## src/rtl/cpu_pkg.sv

```systemverilog
// Shared fetch-path types and constants.
// Holds the reset PC, NOP encoding, opcodes and fetch FSM encoding.
package cpu_pkg;

  localparam logic [31:0] RESET_PC_DEFAULT = 32'h0000_0000;
  localparam logic [31:0] NOP = 32'h0000_0013;

  localparam logic [6:0] OP_LUI    = 7'b0110111;
  localparam logic [6:0] OP_AUIPC  = 7'b0010111;
  localparam logic [6:0] OP_JAL    = 7'b1101111;
  localparam logic [6:0] OP_JALR   = 7'b1100111;
  localparam logic [6:0] OP_BRANCH = 7'b1100011;
  localparam logic [6:0] OP_LOAD   = 7'b0000011;
  localparam logic [6:0] OP_STORE  = 7'b0100011;
  localparam logic [6:0] OP_IMM    = 7'b0010011;
  localparam logic [6:0] OP_REG    = 7'b0110011;
  localparam logic [6:0] OP_SYSTEM = 7'b1110011;

  typedef enum logic [1:0] {
    ST_IDLE  = 2'd0,
    ST_FETCH = 2'd1,
    ST_DRAIN = 2'd2
  } fetch_state_t;

  typedef struct packed {
    logic [31:0] pc;
    logic [31:0] inst;
  } fetch_entry_t;

  function automatic logic [31:0] align_pc(
    input logic [31:0] pc
  );
    return pc & ~32'h3;
  endfunction

endpackage

```

## src/rtl/fetch_buf.sv

```systemverilog
// Small synchronous FIFO of {pc, inst} entries.
// Flush wins over push and pop; push into a full FIFO is legal alongside a pop.
module fetch_buf
  import cpu_pkg::*;
#(
  parameter int DEPTH = 2,
  localparam int CW = $clog2(DEPTH + 1)
) (
  input  logic          clk,
  input  logic          rst,
  input  logic          push,
  input  fetch_entry_t  push_data,
  input  logic          pop,
  input  logic          flush,
  output fetch_entry_t  head,
  output logic          full,
  output logic          empty,
  output logic [CW-1:0] count
);

  localparam int PW = (DEPTH > 1) ? $clog2(DEPTH) : 1;

  fetch_entry_t  mem [DEPTH];
  logic [PW-1:0] rd_ptr;
  logic [PW-1:0] wr_ptr;
  logic [CW-1:0] cnt;
  logic          do_push;
  logic          do_pop;

  function automatic logic [PW-1:0] bump(
    input logic [PW-1:0] p
  );
    return (p == PW'(DEPTH - 1)) ? '0 : p + 1'b1;
  endfunction

  assign empty   = (cnt == '0);
  assign full    = (cnt == CW'(DEPTH));
  assign count   = cnt;
  assign do_pop  = pop && !empty;
  assign do_push = push && (!full || do_pop);
  assign head    = mem[rd_ptr];

  always_ff @(posedge clk or posedge rst) begin
    if (rst) begin
      rd_ptr <= '0;
      wr_ptr <= '0;
      cnt    <= '0;
    end else if (flush) begin
      rd_ptr <= '0;
      wr_ptr <= '0;
      cnt    <= '0;
    end else begin
      if (do_push) wr_ptr <= bump(wr_ptr);
      if (do_pop)  rd_ptr <= bump(rd_ptr);
      cnt <= cnt + CW'(do_push) - CW'(do_pop);
    end
  end

  always_ff @(posedge clk) begin
    if (do_push && !flush) mem[wr_ptr] <= push_data;
  end

endmodule

```

## src/rtl/instr_fetch_unit.sv

```systemverilog
// Instruction fetch: issues word fetches, buffers responses with their PC,
// and discards in-flight responses after a redirect.
module instr_fetch_unit
  import cpu_pkg::*;
#(
  parameter logic [31:0] RESET_PC = RESET_PC_DEFAULT,
  parameter int BUF_DEPTH = 2
) (
  input  logic        clk,
  input  logic        rst,
  output logic        imem_req_valid,
  output logic [31:0] imem_req_addr,
  input  logic        imem_req_ready,
  input  logic        imem_rsp_valid,
  input  logic [31:0] imem_rsp_data,
  input  logic        redirect_valid,
  input  logic [31:0] redirect_pc,
  output logic        inst_valid,
  input  logic        inst_ready,
  output logic [31:0] inst,
  output logic [31:0] inst_pc,
  output logic [6:0]  opcode,
  output logic [2:0]  funct3,
  output logic [6:0]  funct7
);

  localparam int CW = $clog2(BUF_DEPTH + 1);
  localparam logic [CW:0] DEPTH_W = (CW + 1)'(BUF_DEPTH);

  fetch_state_t  state;
  fetch_state_t  state_nxt;
  logic [31:0]   fetch_pc;
  logic [CW-1:0] outstanding;
  logic [CW-1:0] discard;
  logic [CW-1:0] discard_nxt;
  logic [CW-1:0] buf_count;
  logic [CW:0]   occupancy;
  logic          req_fire;
  logic          rsp_take;
  logic          pop;
  logic          push;
  logic          buf_empty;
  logic          buf_full;
  fetch_entry_t  head;
  fetch_entry_t  push_data;

  // Responses with nothing outstanding are stale (e.g. issued before reset).
  assign rsp_take  = imem_rsp_valid && (outstanding != '0);
  assign req_fire  = imem_req_valid && imem_req_ready;
  assign pop       = inst_valid && inst_ready;
  assign push      = (state == ST_FETCH) && rsp_take
                     && !redirect_valid && (!buf_full || pop);
  assign push_data = '{pc: '0, inst: imem_rsp_data};

  // A slot freed by this cycle's pop is already available to a new request.
  assign occupancy = {1'b0, outstanding} + {1'b0, buf_count}
                     - (CW + 1)'(pop);

  always_comb begin
    discard_nxt = discard;
    if (state == ST_DRAIN)
      discard_nxt = discard - CW'(rsp_take);
    else if (redirect_valid)
      discard_nxt = outstanding - CW'(rsp_take);
  end

  always_ff @(posedge clk or posedge rst) begin
    if (rst) state <= ST_IDLE;
    else     state <= state_nxt;
  end

  always_comb begin
    state_nxt = state;
    unique case (state)
      ST_IDLE:  state_nxt = ST_FETCH;
      ST_FETCH: if (redirect_valid && discard_nxt != '0)
                  state_nxt = ST_DRAIN;
      ST_DRAIN: if (discard_nxt == '0)
                  state_nxt = ST_FETCH;
      default:  state_nxt = ST_IDLE;
    endcase
  end

  always_comb begin
    imem_req_valid = 1'b0;
    if (state == ST_FETCH && !redirect_valid && occupancy < DEPTH_W)
      imem_req_valid = 1'b1;
  end

  always_ff @(posedge clk or posedge rst) begin
    if (rst) begin
      fetch_pc    <= RESET_PC;
      outstanding <= '0;
      discard     <= '0;
    end else begin
      discard     <= discard_nxt;
      outstanding <= outstanding + CW'(req_fire) - CW'(rsp_take);
      if (redirect_valid)
        fetch_pc <= align_pc(redirect_pc);
      else if (req_fire)
        fetch_pc <= fetch_pc + 32'd4;
    end
  end

  // PC of each buffered word is tracked by a parallel PC FIFO below.
  logic [31:0] pc_q [BUF_DEPTH];
  logic [31:0] rsp_pc;
  logic [$clog2(BUF_DEPTH > 1 ? BUF_DEPTH : 2)-1:0] pc_wr;
  logic [$clog2(BUF_DEPTH > 1 ? BUF_DEPTH : 2)-1:0] pc_rd;
  logic [31:0] req_pc_q [BUF_DEPTH];

  assign rsp_pc = req_pc_q[pc_rd];

  always_ff @(posedge clk or posedge rst) begin
    if (rst) begin
      pc_wr <= '0;
      pc_rd <= '0;
    end else begin
      if (req_fire)
        pc_wr <= (32'(pc_wr) == BUF_DEPTH - 1) ? '0 : pc_wr + 1'b1;
      if (rsp_take)
        pc_rd <= (32'(pc_rd) == BUF_DEPTH - 1) ? '0 : pc_rd + 1'b1;
    end
  end

  always_ff @(posedge clk) begin
    if (req_fire) req_pc_q[pc_wr] <= fetch_pc;
  end

  fetch_buf #(
    .DEPTH (BUF_DEPTH)
  ) u_buf (
    .clk       (clk),
    .rst       (rst),
    .push      (push),
    .push_data ('{pc: rsp_pc, inst: push_data.inst}),
    .pop       (pop),
    .flush     (redirect_valid),
    .head      (head),
    .full      (buf_full),
    .empty     (buf_empty),
    .count     (buf_count)
  );

  assign imem_req_addr = fetch_pc;
  assign inst_valid    = !buf_empty;
  assign inst          = buf_empty ? NOP : head.inst;
  assign inst_pc       = buf_empty ? '0 : head.pc;
  assign opcode        = inst[6:0];
  assign funct3        = inst[14:12];
  assign funct7        = inst[31:25];

endmodule

```

## config.mk

```make
export PLATFORM = sky130hd
export DESIGN_NAME = instr_fetch_unit
export DESIGN_NICKNAME = d
export VERILOG_FILES = /design/src/rtl/cpu_pkg.sv /design/src/rtl/fetch_buf.sv /design/src/rtl/instr_fetch_unit.sv
export SDC_FILE = /design/constraint.sdc
export NUM_CORES = 1
export LEC_CHECK = 0
export CORE_MARGIN = 2
export CORE_UTILIZATION = 52
export DETAILED_ROUTE_END_ITERATION = 16
export PLACE_DENSITY = 0.86
export SLEW_MARGIN = 25
export SYNTH_ARGS = -nofsm -noshare
export SYNTH_HDL_FRONTEND = slang
export SYNTH_SLANG_ARGS = --single-unit
```

## constraint.sdc

```tcl
create_clock -name clk -period 6.2 [get_ports clk]
set_clock_uncertainty 0.05 [all_clocks]
set_input_delay 1.24 -clock clk [delete_from_list [all_inputs] [get_ports clk]]
set_output_delay 1.24 -clock clk [all_outputs]
set_load 0.05 [all_outputs]
```

# == Yosys cells after proc, flatten, opt, wreduce, memory -nomap -nowiden ==
# Memories as Yosys holds them, arrays and structs flattened.
# Index checks and enable logic that the tools add are counted.
# totals
ff_bits,44
memories,2
ramBits,192
# memory_table
name,words,width,rd,rd_ports_with_merged_regs,write_ports,line,source
u_buf.mem,2,64,1,0,1,fetch_buf.sv:23,fetch_entry_t mem [DEPTH];
req_pc_q,2,32,1,0,1,instr_fetch_unit.sv:110,logic [31:0] req_pc_q [BUF_DEPTH];
# op_classes
n_addsub,13
n_eq_ne,5
n_reduce_logical,26
n_mux,23
n_lt_le_gt_ge,1
# ops
operator,n
$mux W32,4
$add A32 B3 Y32 const B,1
$mux W1,13
$logic_and A1 B1 Y1,12
$mux W2,5
$reduce_bool A2 Y1,5
$sub A2 B1 Y2,4
$logic_not A2 Y1,3
$pmux W2 S3,1
$add A1 B1 Y1 const B,4
$add A2 B1 Y2,2
$eq A2 B2 Y1 const B,2
$add A2 B2 Y3,1
$logic_not A1 Y1,3
$lt A3 B2 Y1 const B,1
$sub A3 B1 Y3,1
$eq A2 B1 Y1 const B,1
$logic_or A1 B1 Y1,2
$ne A2 B1 Y1 const B,1
$ne A2 B2 Y1 const B,1
$reduce_and A2 Y1,1

# == Logic depth before layout (Yosys ltp) ==
# Gate-level depths: netlist (run 1).
# logic_depth
depth_word,10
mapped_depth,14
depth_no_buf,14

# == Cells and area by module ==
# From an unflattened synthesis (run 1), not the netlist that was laid out.
# hier_totals
cells_unflattened,658
hier_area_um2,9892.0
# by_module_without_submodules
module,area_each_um2,cells_each,instances
instr_fetch_unit,4986.0,429,1
fetch_buf,4906.0,229,1

# == Worst setup path before layout (run 1) ==
# Ideal clock, no wire load.
# synth_timing
path_type,input-to-reg
startpoint,input redirect_valid
endpoint,memory u_buf.mem[0][0] (netlist name) (enable)
setup_time_ps,490
n_path_buf,1
setup_slack_ps,834
cell_stages,4
t_arrival_ps,4826
cell_sequence,clkbuf_1 nor3b_1 nor3b_1 nor2b_1
# synth_between
elab_chain_len,7
# synth_lines
item,line,source
start: declaration,instr_fetch_unit.sv:16,"input logic redirect_valid,"
$logic_not A1 Y1 (*),"fetch_buf.sv:60, instr_fetch_unit.sv:52",
$logic_and A1 B1 Y1 (2 in a row),instr_fetch_unit.sv:52,&& !redirect_valid && (!buf_full || pop);
$logic_and A1 B1 Y1,fetch_buf.sv:40,assign do_push = push && (!full || do_pop);
$logic_and A1 B1 Y1 (*),fetch_buf.sv:60,if (do_push && !flush) mem[wr_ptr] <= push_data;
$mux W1 (*),fetch_buf.sv:60,
$mux W1 (not written as such) (*),fetch_buf.sv:60,
end: declaration,fetch_buf.sv:23,
# Every way passes the cells marked *; elsewhere a longest branch is shown, timed or not.

# == Worst setup path in the final report (run 1) ==
# layout_timing
startpoint,input inst_ready
endpoint,output imem_req_valid
# layout_between
elab_chain_len,5
# layout_lines
item,line,source
start: declaration,instr_fetch_unit.sv:19,"input logic inst_ready,"
$logic_and A1 B1 Y1,instr_fetch_unit.sv:50,assign pop = inst_valid && inst_ready;
$sub A3 B1 Y3,instr_fetch_unit.sv:57,- (CW + 1)'(pop);
$lt A3 B2 Y1,instr_fetch_unit.sv:86,if (state == ST_FETCH && !redirect_valid && occupancy < DEPTH_W)
$logic_and A1 B1 Y1,instr_fetch_unit.sv:86,
$mux W1,instr_fetch_unit.sv:86,
end: declaration,instr_fetch_unit.sv:11,"output logic imem_req_valid,"
# No other way between the ends.

==> run_summary.xml, run 1 <==
<?xml version="1.0" encoding="UTF-8"?>
<metrics>
  <group name="route">
    <metric name="route.detailed.vias_per_inst" unit="">5.59</metric>
    <metric name="drt-total-wl" unit="um">20200</metric>
    <metric name="drcViolationCount" unit="">0</metric>
    <metric name="avgRoutedWirePerCell" unit="um">18.6</metric>
    <metric name="antenna_violating_nets_post_route" unit="">0</metric>
    <metric name="detail_route.iter0.violations" unit="">511</metric>
    <metric name="routed-via-count" unit="">6061</metric>
    <metric name="detailedRoute.firstPassIterationCount" unit="">5</metric>
  </group>
  <group name="outcome">
    <metric name="status" unit="">completed</metric>
  </group>
  <group name="floorplan">
    <metric name="fp.dieW" unit="um">140</metric>
    <metric name="rows" unit="">49</metric>
    <metric name="initial_utilization" unit="%">53.2</metric>
    <metric name="placeableCoreArea" unit="um2">18000</metric>
    <metric name="boundaryPins" unit="">185</metric>
    <metric name="design.die.area" unit="um2">19500</metric>
    <metric name="die_h" unit="um">140</metric>
  </group>
  <group name="timing">
    <metric name="timing.setup.tns" unit="ns">0</metric>
    <metric name="slew_headroom" unit="%">35.4</metric>
    <metric name="unrepaired_setup_endpoints_after_global_routing" unit="">no</metric>
    <metric name="worstMarginPinSlew" unit="ns">0.968</metric>
    <metric name="setup_viol" unit="">0</metric>
    <metric name="final.hold.worst_slack" unit="ns">0.431</metric>
    <metric name="final_critical_path_setup_slack" unit="ns">0.794</metric>
    <metric name="hold_viol" unit="">0</metric>
    <metric name="period_needed" unit="ns">5.41</metric>
    <metric name="drv_slew" unit="">0</metric>
    <metric name="final.period_utilization" unit="%">87.2</metric>
    <metric name="achievable-frequency" unit="MHz">185</metric>
  </group>
  <group name="global_routing">
    <metric name="grt_start_max_net_pins" unit="">63</metric>
    <metric name="antenna_found_initial" unit="">1</metric>
    <metric name="overflow" unit="">0</metric>
    <metric name="global_route_wire_length_before_repair" unit="um">32300</metric>
    <metric name="grt.total_usage" unit="%">20.8</metric>
    <metric name="grt_pass1_vias" unit="">6095</metric>
  </group>
  <group name="cts">
    <metric name="post_cts.resized_instances" unit="">0</metric>
    <metric name="clk_transition_reported_paths" unit="ns">0.06</metric>
    <metric name="cts-root-to-sink-buffers" unit="">3</metric>
    <metric name="cts_buffers" unit="">23</metric>
    <metric name="clk-insertion-delay-late" unit="ns">0.49</metric>
    <metric name="cts.htree.levels" unit="">1</metric>
    <metric name="tritoncts" unit="">done</metric>
    <metric name="cts.hold.buffers_added" unit="">0</metric>
    <metric name="clockRootBuffer" unit="">clkbuf_16</metric>
    <metric name="cts_num_sinks" unit="">226</metric>
    <metric name="cts.repair_timing.setup_buffer_count" unit="">0</metric>
  </group>
  <group name="synthesis">
    <metric name="synth-async-reset-ratio" unit="%">18.6</metric>
    <metric name="synth.area.top_cells" unit="">edfxtp_1 (58%), dfrtp_1 (11%), mux2i_1 (6.6%)</metric>
    <metric name="postSynthCellCount" unit="">674</metric>
    <metric name="synth_seq_cells" unit="">226</metric>
    <metric name="netlist.area_leader.share" unit="%">57.7</metric>
    <metric name="synth_area" unit="um2">9580</metric>
    <metric name="synth_flop_cell" unit="">edfxtp_1</metric>
    <metric name="yosys_warnings" unit="">0</metric>
    <metric name="synth-edff-count" unit="">184</metric>
    <metric name="synthesis.area_per_instance" unit="um2">14.2</metric>
    <metric name="synth.lib_cells_used.distinct" unit="">46</metric>
    <metric name="synth_sequential_area_ratio" unit="%">68.6</metric>
    <metric name="synth_top_cell_by_area" unit="">edfxtp_1</metric>
  </group>
  <group name="place">
    <metric name="globalplace.congestion" unit="">0.817</metric>
    <metric name="dp_hpwl" unit="um">13300</metric>
    <metric name="place_ws" unit="ns">0.813</metric>
    <metric name="io_buffer_count" unit="">178</metric>
  </group>
  <group name="final_layout">
    <metric name="synthToLayoutAreaGrowth" unit="%">27.4</metric>
    <metric name="fin_util" unit="%">67.7</metric>
    <metric name="layout-drive-gt1-share" unit="%">9.01</metric>
    <metric name="layout.nets" unit="">919</metric>
  </group>
  <group name="power">
    <metric name="power.density" unit="nW/um2">445</metric>
    <metric name="total_power" unit="mW">5.43</metric>
    <metric name="leakage_power_figure" unit="nW">4.15</metric>
    <metric name="vdd_drop_max" unit="uV">289</metric>
  </group>
  <group name="setup_path">
    <metric name="setup.worst_path.class" unit="">input pin to output pin</metric>
    <metric name="cp-end-kind" unit="">output pin</metric>
    <metric name="crit_path_start_kind" unit="">input pin</metric>
    <metric name="timing.critical_path.required" unit="ns">4.91</metric>
    <metric name="cp_max_fo" unit="">6</metric>
    <metric name="worst_ep_arrival_time" unit="ns">4.12</metric>
  </group>
  <group name="run">
    <metric name="maxCapViolCount" unit="">0</metric>
  </group>
  <group name="hold_path">
    <metric name="worstHoldPathType" unit="">flip-flop to flip-flop</metric>
  </group>
</metrics>
==> worst max-delay path, cell delays in order <==
cell             delay (ns)
clkdlybuf4s50_1        0.44
and2_1                 0.16
ha_1                   0.26
nand2b_1               0.16
fa_1                   0.42
xor2_1                 0.39
and3_1                 0.24
clkdlybuf4s50_1        0.80
==> layout by cell type (no fill, tap or decap), types with 8 or more instances in the layout <==
| cell type | instances |
|---|---|
| mux2i_1 | 63 |
| o21ai_0 | 15 |
| o31ai_1 | 9 |
| inv_1 | 19 |
| ha_1 | 9 |
| edfxtp_1 | 184 |
| nor2_1 | 76 |
| and2_1 | 9 |
| clkdlybuf4s50_1 | 178 |
| nand2_1 | 31 |
| nand4_1 | 18 |
| clkbuf_16 | 23 |
| nand3_1 | 13 |
| a31oi_1 | 15 |
| dfrtp_1 | 41 |
| xnor2_1 | 12 |
| buf_4 | 8 |
| mux2_2 | 30 |
| or4_1 | 12 |
==> final timing paths <==
check                                                     to  slack, ns                     start  cells past startpoint
worst max-delay path                          imem_req_valid       0.79                inst_ready                      8
worst min-delay path                       pc_rd$_DFFE_PP0P_       0.43         pc_rd$_DFFE_PP0P_                      1
worst max register to register      req_pc_q[0][5]$_DFFE_PP_       2.31  u_buf.count[1]$_DFF_PP0_                     11
worst min register to register             pc_rd$_DFFE_PP0P_       0.43         pc_rd$_DFFE_PP0P_                      1
max in group asynchronous           u_buf.rd_ptr$_DFFE_PP0P_       4.53                       rst                      3
min in group asynchronous       imem_req_addr[4]$_DFFE_PP0P_       1.14                       rst                      3
==> power breakdown <==
| group | switching (mW) | internal, mW | total [mW] |
|---|---|---|---|
| clock network | 0.526 | 0.746 | 1.27 |
| registers | 0.173 | 1.87 | 2.04 |
| logic | 1.37 | 0.749 | 2.12 |
==> cell usage after synthesis, types with 9 or more instances <==
library cell,count
a31oi_1,15
and2_1,10
buf_4,22
clkbuf_1,20
dfrtp_1,42
edfxtp_1,184
ha_1,9
inv_1,20
mux2_2,30
mux2i_1,63
nand2_1,31
nand3_1,13
nand4_1,18
nor2_1,78
o21ai_0,15
o31ai_1,9
or4_1,12
xnor2_1,12
==> stage by stage <==
stage | area (um2) | std cells
6_report | 12200 | 1085
5_1_grt | 12200 | 1084
4_1_cts | 12200 | 1084
3_5_place_dp | 11500 | 1043
3_3_place_gp | 11500 | 1043
2_1_floorplan | 9600 | 677
==> kinds of logic (layout without fill, tap and decap cells) <==
kind of cell | after synthesis | in the layout | synth area share [%]
XOR/XNOR | 19 | 19 | 1.74
AO/OA/AOI/OAI | 55 | 55 | 3.84
flip-flops | 226 | 226 | 68.6
other | 1 | 5 | 0.0391
multiplexers | 93 | 93 | 10.1
adder cells (fa/ha/maj) | 10 | 10 | 1.38
buffers and inverters | 71 | 249 | 3.67
AND/OR/NAND/NOR | 199 | 199 | 10.6
==> flip-flops by register name, indices dropped and copies added (netlist names) <==
name,count
pc_rd,1
imem_req_addr,30
u_buf.count,2
req_pc_q,60
u_buf.mem,124
u_buf.rd_ptr,1
pc_wr,1
outstanding,2
state,2
discard,2
u_buf.wr_ptr,1
==> per-layer routing <==
metal  vias up  routed length [um]  global-route usage, %
met5         -                   0                      0
met2       259                9870                   34.8
li1       2832                   -                      -
met4         0                 481                   7.00
met1      2931                8290                   27.2
met3        39                1550                   4.51
==> cell type report <==
class / count / area (um2)
fillers: 1234 / 5820
multi-input cells: 380 / 2690
diodes: 1 / 2.50
well taps: 229 / 287
inverters: 20 / 75.1
clock buffers: 32 / 629
clock inverters: 9 / 66.3
repair buffers: 188 / 1880
flip-flops and latches: 226 / 6580
No activity file was read; power rests on OpenSTA's default activity.
==> run 2: changes to the inputs <==
--- a/config.mk
+++ b/config.mk
@@ -6,9 +6,10 @@
 export NUM_CORES = 1
 export LEC_CHECK = 0
 export CORE_MARGIN = 2
-export CORE_UTILIZATION = 52
+export CORE_UTILIZATION = 58
 export DETAILED_ROUTE_END_ITERATION = 16
-export PLACE_DENSITY = 0.86
+export DONT_BUFFER_PORTS = 1
+export PLACE_DENSITY = 0.73
 export SLEW_MARGIN = 25
 export SYNTH_ARGS = -nofsm -noshare
 export SYNTH_HDL_FRONTEND = slang
==> run 2 against run 1 <==
Net effect: sequential cell count unchanged; fmax increased by 16%; via count decreased by 11%; critical path depth unchanged; register-to-register slack got worse by 0.18 ns; largest cell class unchanged; largest power group is now sequential cells.
==> run_summary.xml, run 2 (same netlist as run 1, synthesis figures left out) <==
<?xml version="1.0" encoding="UTF-8"?>
<metrics>
  <group name="place">
    <metric name="io_buffer_count" unit="">0</metric>
    <metric name="globalplace.congestion" unit="">0.813</metric>
    <metric name="placed_area" unit="um2">9710</metric>
    <metric name="place_ws" unit="ns">1.79</metric>
    <metric name="dp.cells" unit="">849</metric>
    <metric name="dp_hpwl" unit="um">12000</metric>
  </group>
  <group name="global_routing">
    <metric name="grt_pass1_vias" unit="">5491</metric>
    <metric name="global_route_wire_length_before_repair" unit="um">28800</metric>
    <metric name="antenna_found_initial" unit="">0</metric>
    <metric name="overflow" unit="">0</metric>
    <metric name="grt.total_usage" unit="%">20.8</metric>
    <metric name="grt_start_max_net_pins" unit="">63</metric>
  </group>
  <group name="cts">
    <metric name="cts.repair_timing.setup_buffer_count" unit="">0</metric>
    <metric name="cts.hold.buffers_added" unit="">0</metric>
    <metric name="tritoncts" unit="">done</metric>
    <metric name="cts-root-to-sink-buffers" unit="">3</metric>
    <metric name="cts_buffers" unit="">23</metric>
    <metric name="clockRootBuffer" unit="">clkbuf_16</metric>
    <metric name="cts_num_sinks" unit="">226</metric>
    <metric name="clk_transition_reported_paths" unit="ns">0.06</metric>
    <metric name="post_cts.resized_instances" unit="">0</metric>
    <metric name="clk-insertion-delay-late" unit="ns">0.51</metric>
    <metric name="cts.htree.levels" unit="">1</metric>
  </group>
  <group name="timing">
    <metric name="final_critical_path_setup_slack" unit="ns">1.55</metric>
    <metric name="unrepaired_setup_endpoints_after_global_routing" unit="">no</metric>
    <metric name="final.period_utilization" unit="%">74.9</metric>
    <metric name="period_needed" unit="ns">4.65</metric>
    <metric name="timing.setup.tns" unit="ns">0</metric>
    <metric name="drv_slew" unit="">0</metric>
    <metric name="hold_viol" unit="">0</metric>
    <metric name="final.hold.worst_slack" unit="ns">0.487</metric>
    <metric name="achievable-frequency" unit="MHz">215</metric>
    <metric name="worstMarginPinSlew" unit="ns">1.08</metric>
    <metric name="setup_viol" unit="">0</metric>
    <metric name="slew_headroom" unit="%">28.1</metric>
  </group>
  <group name="setup_path">
    <metric name="setup.worst_path.class" unit="">flip-flop to output pin</metric>
    <metric name="crit_path_start_kind" unit="">flip-flop</metric>
    <metric name="critPathLaunch" unit="">u_buf.count[0]$_DFF_PP0_</metric>
    <metric name="reg2reg_from" unit="">u_buf.count[0]$_DFF_PP0_</metric>
    <metric name="cp-end-kind" unit="">output pin</metric>
    <metric name="worst_ep_arrival_time" unit="ns">3.36</metric>
    <metric name="timing.critical_path.required" unit="ns">4.91</metric>
    <metric name="cp_max_fo" unit="">6</metric>
  </group>
  <group name="floorplan">
    <metric name="initial_utilization" unit="%">59.9</metric>
    <metric name="fp.dieW" unit="um">133</metric>
    <metric name="boundaryPins" unit="">185</metric>
    <metric name="rows" unit="">46</metric>
    <metric name="die_h" unit="um">133</metric>
    <metric name="placeableCoreArea" unit="um2">16000</metric>
    <metric name="design.die.area" unit="um2">17600</metric>
  </group>
  <group name="final_layout">
    <metric name="layout-drive-gt1-share" unit="%">14.5</metric>
    <metric name="largest_register_ffs" unit="">124</metric>
    <metric name="layout.cells.most_common_list" unit="">edfxtp_1 (184), mux2i_1 (63), nor2_1 (62)</metric>
    <metric name="fin_util" unit="%">65.8</metric>
    <metric name="layoutNonFillerInstCount" unit="">892</metric>
    <metric name="layout_commonest_cell" unit="">edfxtp_1</metric>
    <metric name="synthToLayoutAreaGrowth" unit="%">9.84</metric>
    <metric name="post-route-cell-area" unit="um2">10500</metric>
    <metric name="layout.nets" unit="">738</metric>
    <metric name="largest_register" unit="">u_buf.mem</metric>
  </group>
  <group name="power">
    <metric name="switching_power" unit="mW">2.02</metric>
    <metric name="power.density" unit="nW/um2">491</metric>
    <metric name="internal_power" unit="mW">3.15</metric>
    <metric name="vdd_drop_max" unit="uV">294</metric>
    <metric name="p_clk_share" unit="%">28.1</metric>
    <metric name="leakage_power_figure" unit="nW">3.53</metric>
    <metric name="share_comb_of_total_power" unit="%">30.8</metric>
    <metric name="total_power" unit="mW">5.17</metric>
    <metric name="power.switching_fraction" unit="%">39.1</metric>
    <metric name="seqPwrFrac" unit="%">41.2</metric>
  </group>
  <group name="route">
    <metric name="drt-total-wl" unit="um">18400</metric>
    <metric name="avgRoutedWirePerCell" unit="um">20.6</metric>
    <metric name="drcViolationCount" unit="">0</metric>
    <metric name="detailedRoute.firstPassIterationCount" unit="">4</metric>
    <metric name="detail_route.iter0.violations" unit="">341</metric>
    <metric name="antenna_violating_nets_post_route" unit="">0</metric>
    <metric name="route.detailed.vias_per_inst" unit="">6.03</metric>
    <metric name="routed-via-count" unit="">5375</metric>
  </group>
  <group name="run">
    <metric name="maxCapViolCount" unit="">0</metric>
  </group>
  <group name="hold_path">
    <metric name="hold_start" unit="">pc_rd$_DFFE_PP0P_</metric>
    <metric name="worstHoldPathType" unit="">flip-flop to flip-flop</metric>
  </group>
  <group name="outcome">
    <metric name="status" unit="">completed</metric>
  </group>
</metrics>
[run 2: cell types whose count changed in the layout (fill, tap and decap cells not counted), sizes merged]
cell,delta
buf,-3
clkbuf,-7
inv,+1
clkinv,+3
clkdlybuf4s50,-178
bufinv,+4
[run 2: worst paths after layout]
| kind | slack [ns] | endpoint | cells past startpoint |
|---|---|---|---|
| setup / recovery | 1.55 | imem_req_valid | 8 |
| hold / removal | 0.49 | pc_rd$_DFFE_PP0P_ | 1 |
| setup reg to reg | 2.13 | req_pc_q[0][16]$_DFFE_PP_ | 10 |
| hold reg to reg | 0.49 | pc_rd$_DFFE_PP0P_ | 1 |
| max in group asynchronous | 4.97 | u_buf.rd_ptr$_DFFE_PP0P_ | 2 |
| min in group asynchronous | 0.71 | imem_req_addr[7]$_DFFE_PP0P_ | 2 |
[run 2: power groups by stage]
| stage | Combinational [mW] | Sequential, mW | Clock (mW) |
|---|---|---|---|
| global placement | 1.57 | 2.15 | 0 |
| finish | 1.59 | 2.13 | 1.45 |
| floorplan | 1.50 | 2.06 | 0 |
| CTS | 1.61 | 2.13 | 1.48 |
| detailed placement | 1.60 | 2.16 | 0 |
| global route | 1.69 | 2.15 | 1.53 |
[run 2: critical path, cell delays in order, from the launching register on]
cell      delay, ns
dfrtp_1        0.42
nor2_4         0.12
inv_1          0.26
and2_1         0.28
ha_1           0.25
nand2b_1       0.15
fa_1           0.41
xor2_1         0.38
and3_1         0.56
[run 2: cell type report]
class / count / area [um2]
Antenna cell: 1 / 2.50
Clock buffer: 25 / 603
Clock inverter: 17 / 210
Fill cell: 1152 / 5470
Inverter: 20 / 75.1
Multi-Input combinational cell: 380 / 2730
Sequential cell: 226 / 6580
Tap cell: 216 / 270
Timing Repair Buffer: 7 / 52.6
[run 2: routing by layer]
metal	vias up	global-route usage, %	part of all wire (%)
met5	-	0	0
met4	0	8.72	3.5
met3	39	6.97	8.6
met2	204	35.9	49
met1	2665	23.7	39
li1	2467	-	-
==> edit 1, RTL diff (flow settings as in run 1) <==
Make the reset (`rst`) synchronous in 4 clocked blocks.
--- a/src/rtl/fetch_buf.sv
+++ b/src/rtl/fetch_buf.sv
@@ -41,5 +41,5 @@
   assign head    = mem[rd_ptr];
 
-  always_ff @(posedge clk or posedge rst) begin
+  always_ff @(posedge clk) begin
     if (rst) begin
       rd_ptr <= '0;
--- a/src/rtl/instr_fetch_unit.sv
+++ b/src/rtl/instr_fetch_unit.sv
@@ -65,5 +65,5 @@
   end
 
-  always_ff @(posedge clk or posedge rst) begin
+  always_ff @(posedge clk) begin
     if (rst) state <= ST_IDLE;
     else     state <= state_nxt;
@@ -88,5 +88,5 @@
   end
 
-  always_ff @(posedge clk or posedge rst) begin
+  always_ff @(posedge clk) begin
     if (rst) begin
       fetch_pc    <= RESET_PC;
@@ -112,5 +112,5 @@
   assign rsp_pc = req_pc_q[pc_rd];
 
-  always_ff @(posedge clk or posedge rst) begin
+  always_ff @(posedge clk) begin
     if (rst) begin
       pc_wr <= '0;
Function: differs if rst is asserted again (counterexample within 4 cycles, from zero or initial values and one cycle with rst high); with rst held inactive, the same outputs for 4 cycles.
==> edit 1 against run 1 <==
  * Synthesized area shrank 0.59%
  * Register-to-register slack gained 0.54 ns
  * Sequential cell count increased by 2
  * Setup slack better by 0.12 ns
  * Critical path depth grew 1
  * Maximum frequency is 2.3% higher
  * Routed wire length fell by 1.5%
  * Cell area decreased by 0.15%
  * Critical path type unchanged
Power is not compared: it rests on default switching activity, and its combinational part moved more than twofold at a synthesized area within 25%.
==> edit 1: results (changes against run 1) <==
Max-slew headroom - 0.396 (+0.0413)
Global-route wire length before repair - 31400 um (-2.8%)
Reg2reg start - u_buf.count[1]
Max incr delay on CP - 0.82 ns (+0.02 ns)
Worst R2R End - outstanding[1]
Vias in the first global route - 5950 (-2.4%)
Fillcell total - 1258 (+1.9%)
Post-detail-place hpwl - 12600 um (-5.2%)
R2r setup slk - 2.85 ns (+0.54 ns)
DP Worst Slack - 0.940 ns (+0.127 ns)
Post-synthesis compound-gate area fraction - 0.0357 (-0.00266)
Min-delay src - pc_rd
Met1 Usage GRT - 0.256 (-0.0166)
Hold Path End - pc_rd
Final hold slack - 0.486 ns (+0.0554 ns)
DR WL met2 - 9870 um (about the same)
# diodes - 0 (-1)
Routed length on met3 - 1290 um (-17%)
Reg2Reg Depth - 14 (+3)
GRT met2 Usage - 0.353 (+0.00558)
Register area share after synthesis - 0.672 (-0.0138)
Synth top cells by count - 184 x edfxtp_1, 86 x nor2_1, 62 x mux2i_1, 44 x dfxtp_1, 30 x mux2_2
Gr usage total - 0.203 (-0.00448)
Synth Area in XOR/XNOR - 0.0339 (+0.0165)
Placer Congestion - 0.822 (+0.64%)
Status - complete, no violations
Asr flop ratio synth - 0 (-0.186)
Adder-cell share of the synthesized area - 0.0139 (+0.0000818)
-- edit 1: cell count changes after synthesis, moves of 8 or more --
| cell | run 1 | this run |
|---|---|---|
| a211oi_1 | 0 | 14 |
| nor3_2 | 0 | 9 |
| o31ai_1 | 9 | 0 |
| xnor2_1 | 12 | 29 |
| nand4_1 | 18 | 8 |
| o21ai_0 | 15 | 5 |
| dfrtp_1 | 42 | 0 |
| dfxtp_1 | 0 | 44 |
| a21oi_1 | 1 | 10 |
| a31oi_1 | 15 | 3 |
| nor2_1 | 78 | 86 |
| or4_1 | 12 | 0 |
-- edit 1: area by class of cell --
class,instances,share of cell area
clock inverter,18,0.0178
sequential,228,0.526
timing repair buffer,189,0.153
multi-input combinational,380,0.228
clock buffer,23,0.0472
inverter,15,0.00462
tap,229,0.0235
-- edit 1: per-stage QoR --
step,utilization,instance area (um^2),instances
after detailed placement,0.635,11400,1041
after global placement,0.635,11400,1041
final,0.679,12200,1082
after global routing,0.679,12200,1082
after floorplan,-,9540,681
after CTS,0.679,12200,1082
-- edit 1: report_power, final --
| part | switching, mW | leakage [nW] | internal [mW] |
|---|---|---|---|
| sequential | 0.0569 | 2.03 | 1.78 |
| combinational | 0.342 | 1.50 | 0.233 |
| clock | 0.559 | 0.389 | 0.886 |
| total | 0.958 | 3.93 | 2.90 |
-- edit 1: critical path, delay by kind of cell --
kind,cells,cell delay (ns)
simple gates,4,0.50
xor+xnor,1,0.29
buf+inv,2,1.31
fa+ha+maj,2,0.65
-- edit 1: worst max path at each step --
stage / to / cells after the start / slack (ns)
after CTS: imem_req_valid / 9 / 0.91
after floorplan: u_buf.mem[0][0] / 5 / 0.88
after global routing: imem_req_valid / 9 / 0.81
final: imem_req_valid / 9 / 0.92
after detailed placement: imem_req_valid / 9 / 0.94
after global placement: imem_req_valid / 9 / 0.97
==> edit 2, RTL diff (settings of run 1) <==
Without the edit above. `BUF_DEPTH`: 2 -> 4.
--- a/src/rtl/instr_fetch_unit.sv
+++ b/src/rtl/instr_fetch_unit.sv
@@ -5,5 +5,5 @@
 #(
   parameter logic [31:0] RESET_PC = RESET_PC_DEFAULT,
-  parameter int BUF_DEPTH = 2
+  parameter int BUF_DEPTH = 4
 ) (
   input  logic        clk,
Check against the original RTL: not equivalent (Yosys sat finds a counterexample within 4 cycles, from zero or initial values and one cycle with rst high).
==> edit 2 against run 1 <==
  * Cell area increased by 67%
  * Synthesized area increased by 77%
  * Sequential cell count increased by 191
  * Sequential share of layout area increased by 6.2 points
  * Routed wire length increased by 68%
  * Critical endpoint unchanged
  * Via count increased by 48%
  * Setup slack improved by 0.15 ns
  * Largest power group is now registers
  * Utilization decreased by 4.6 points
  * Non-clock buffer count increased by 4
  * Total power increased by 66%
==> edit 2: results (changes against run 1) <==
Gr usage total - 0.206 (-0.00236)
Inserted Clock Buffers - 41 (+78%)
Yosys Warn Count - 0 (unchanged)
Register area share after synthesis - 0.723 (+0.0371)
Crit-path max FO - 6 (unchanged)
Via density - 5.72 (+2.4%)
Distinct cells, synth - 61 (+33%)
Clk root buf - clkbuf_16
Synth top cells by count - 368 x edfxtp_1, 92 x mux4_2, 68 x and2_1, 49 x dfrtp_1, 32 x nand2_1
Final net count - 1190 (+29%)
Min-delay src - pc_rd[1]
Placer Congestion - 0.830 (+1.7%)
First-pass DRT Iterations - 5 (unchanged)
Initial antenna violation count - 0 (-1)
Post-detail-place hpwl - 20400 um (+53%)
Most area-consuming cells after synthesis - edfxtp_1 65%, mux4_2 12%, dfrtp_1 7.2%, and2_1 2.5%, ha_1 1.8%
Top reg by flops - u_buf.mem
Clock latency reported for the late side of the worst-skew pair - 0.54 ns (+0.05 ns)
Largest register FFs - 248 (+100%)
Vias in the first global route - 9269 (+52%)
Max-slew headroom - 0.331 (-0.0237)
Asr flop ratio synth - 0.118 (-0.0683)
Port bufs - 178 (unchanged)
Peak supply drop - 0.241 mV (-17%)
# diodes - 0 (-1)
Total congestion overflow - 0 (unchanged)
Crit path launch - u_buf.count[1]
Status - complete, no violations
Post-CTS Setup Inserts - 0 (unchanged)
Final slew viol count - 0 (unchanged)
Post-cts resize count - 0 (unchanged)
Largest area contributor in the synthesized netlist - edfxtp_1
Global-route wire length before repair - 52500 um (+63%)
Share of post-route cells with drive strength above 1 - 0.171 (+0.0806)
Post-synth EDFFs - 368 (+100%)
Placed Area - 0.0192 mm^2 (+66%)
Wire per inst - 21.7 um (+17%)
Critical Path AT - 3.97 ns (-0.15 ns)
Max Buffers Root-to-Sink - 3 (unchanged)
Worst min path class - reg -> reg
Largest net degree at the start of global routing - 63 (unchanged)
Pleak - 6.74 nW (+62%)
H-tree levels - 2 (+1)
Iter 0 DRT Violations - 793 (+55%)
Clock slew at reported path FFs - 0.06 ns (about the same)
[edit 2: changes by cell type after synthesis, moves of 11 or more]
cell / run 1 / this run
a21oi_1: 1 / 12
mux4_2: 0 / 92
mux2_2: 30 / 6
a31oi_1: 15 / 3
nand4_1: 18 / 4
and2_1: 10 / 68
edfxtp_1: 184 / 368
ha_1: 9 / 24
nor2_1: 78 / 18
mux2i_1: 63 / 1
[edit 2: kinds of logic after synthesis]
kind of cell | after synthesis | share of synthesized area
other cells | 1 | 0.000221
flops | 417 | 0.723
mux | 99 | 0.127
buf+inv | 91 | 0.0256
simple gates | 186 | 0.0619
fa+ha+maj | 26 | 0.0201
xor+xnor | 20 | 0.0103
compound gates | 76 | 0.0320
[edit 2: cell type report]
type | count | area (um^2)
flip-flops and latches | 417 | 12300
fillers | 2266 | 11900
multi-input cells | 411 | 4300
repair buffers | 192 | 1910
clock buffers | 55 | 1120
well taps | 442 | 553
clock inverters | 19 | 153
inverters | 31 | 119
[edit 2: stage by stage]
stage | worst slack (ns) | total power [mW] | instances
4_1_cts | 0.956 | 9.10 | 1567
3_5_place_dp | 1.21 | 6.74 | 1493
3_3_place_gp | 1.26 | 6.62 | 1492
2_1_floorplan | 1.52 | 5.82 | 919
5_1_grt | 0.814 | 9.38 | 1567
6_report | 0.943 | 9.02 | 1567
[edit 2: final timing paths]
kind | endpoint | slack, ns | cells past startpoint
max | imem_req_valid | 0.94 | 11
min | pc_rd[1] | 0.49 | 1
max reg2reg | outstanding[2] | 1.47 | 18
min reg2reg | pc_rd[1] | 0.49 | 1
max in group asynchronous | pc_rd[0] | 4.46 | 3
min in group asynchronous | imem_req_addr[5] | 1.15 | 3
[edit 2: routing by layer]
metal	share of wire	GRT usage	routed length [um]	up-vias
met3	0.063	0.0324	2150	58
met4	0.022	0.0632	762	0
met1	0.41	0.278	14000	4586
met2	0.50	0.348	17000	350
li1	-	-	-	3969
met5	0	0	0	-
[edit 2: worst max-delay path: stages (launching register included)]
cell and delay [ns]:
dfrtp_1 0.42, nor3_1 0.80, clkinv_1 0.22, nand2_1 0.22, inv_1 0.07, ha_1 0.18
inv_1 0.06, ha_1 0.22, and3b_4 0.21, o211ai_1 0.57, a21oi_1 0.26, buf_12 0.21
[edit 2: where the power goes]
part	leakage, nW	total (mW)	switching, mW	internal, mW
registers	3.90	3.64	0.245	3.39
clock network	0.614	2.35	0.993	1.36
logic	2.23	3.03	1.85	1.18
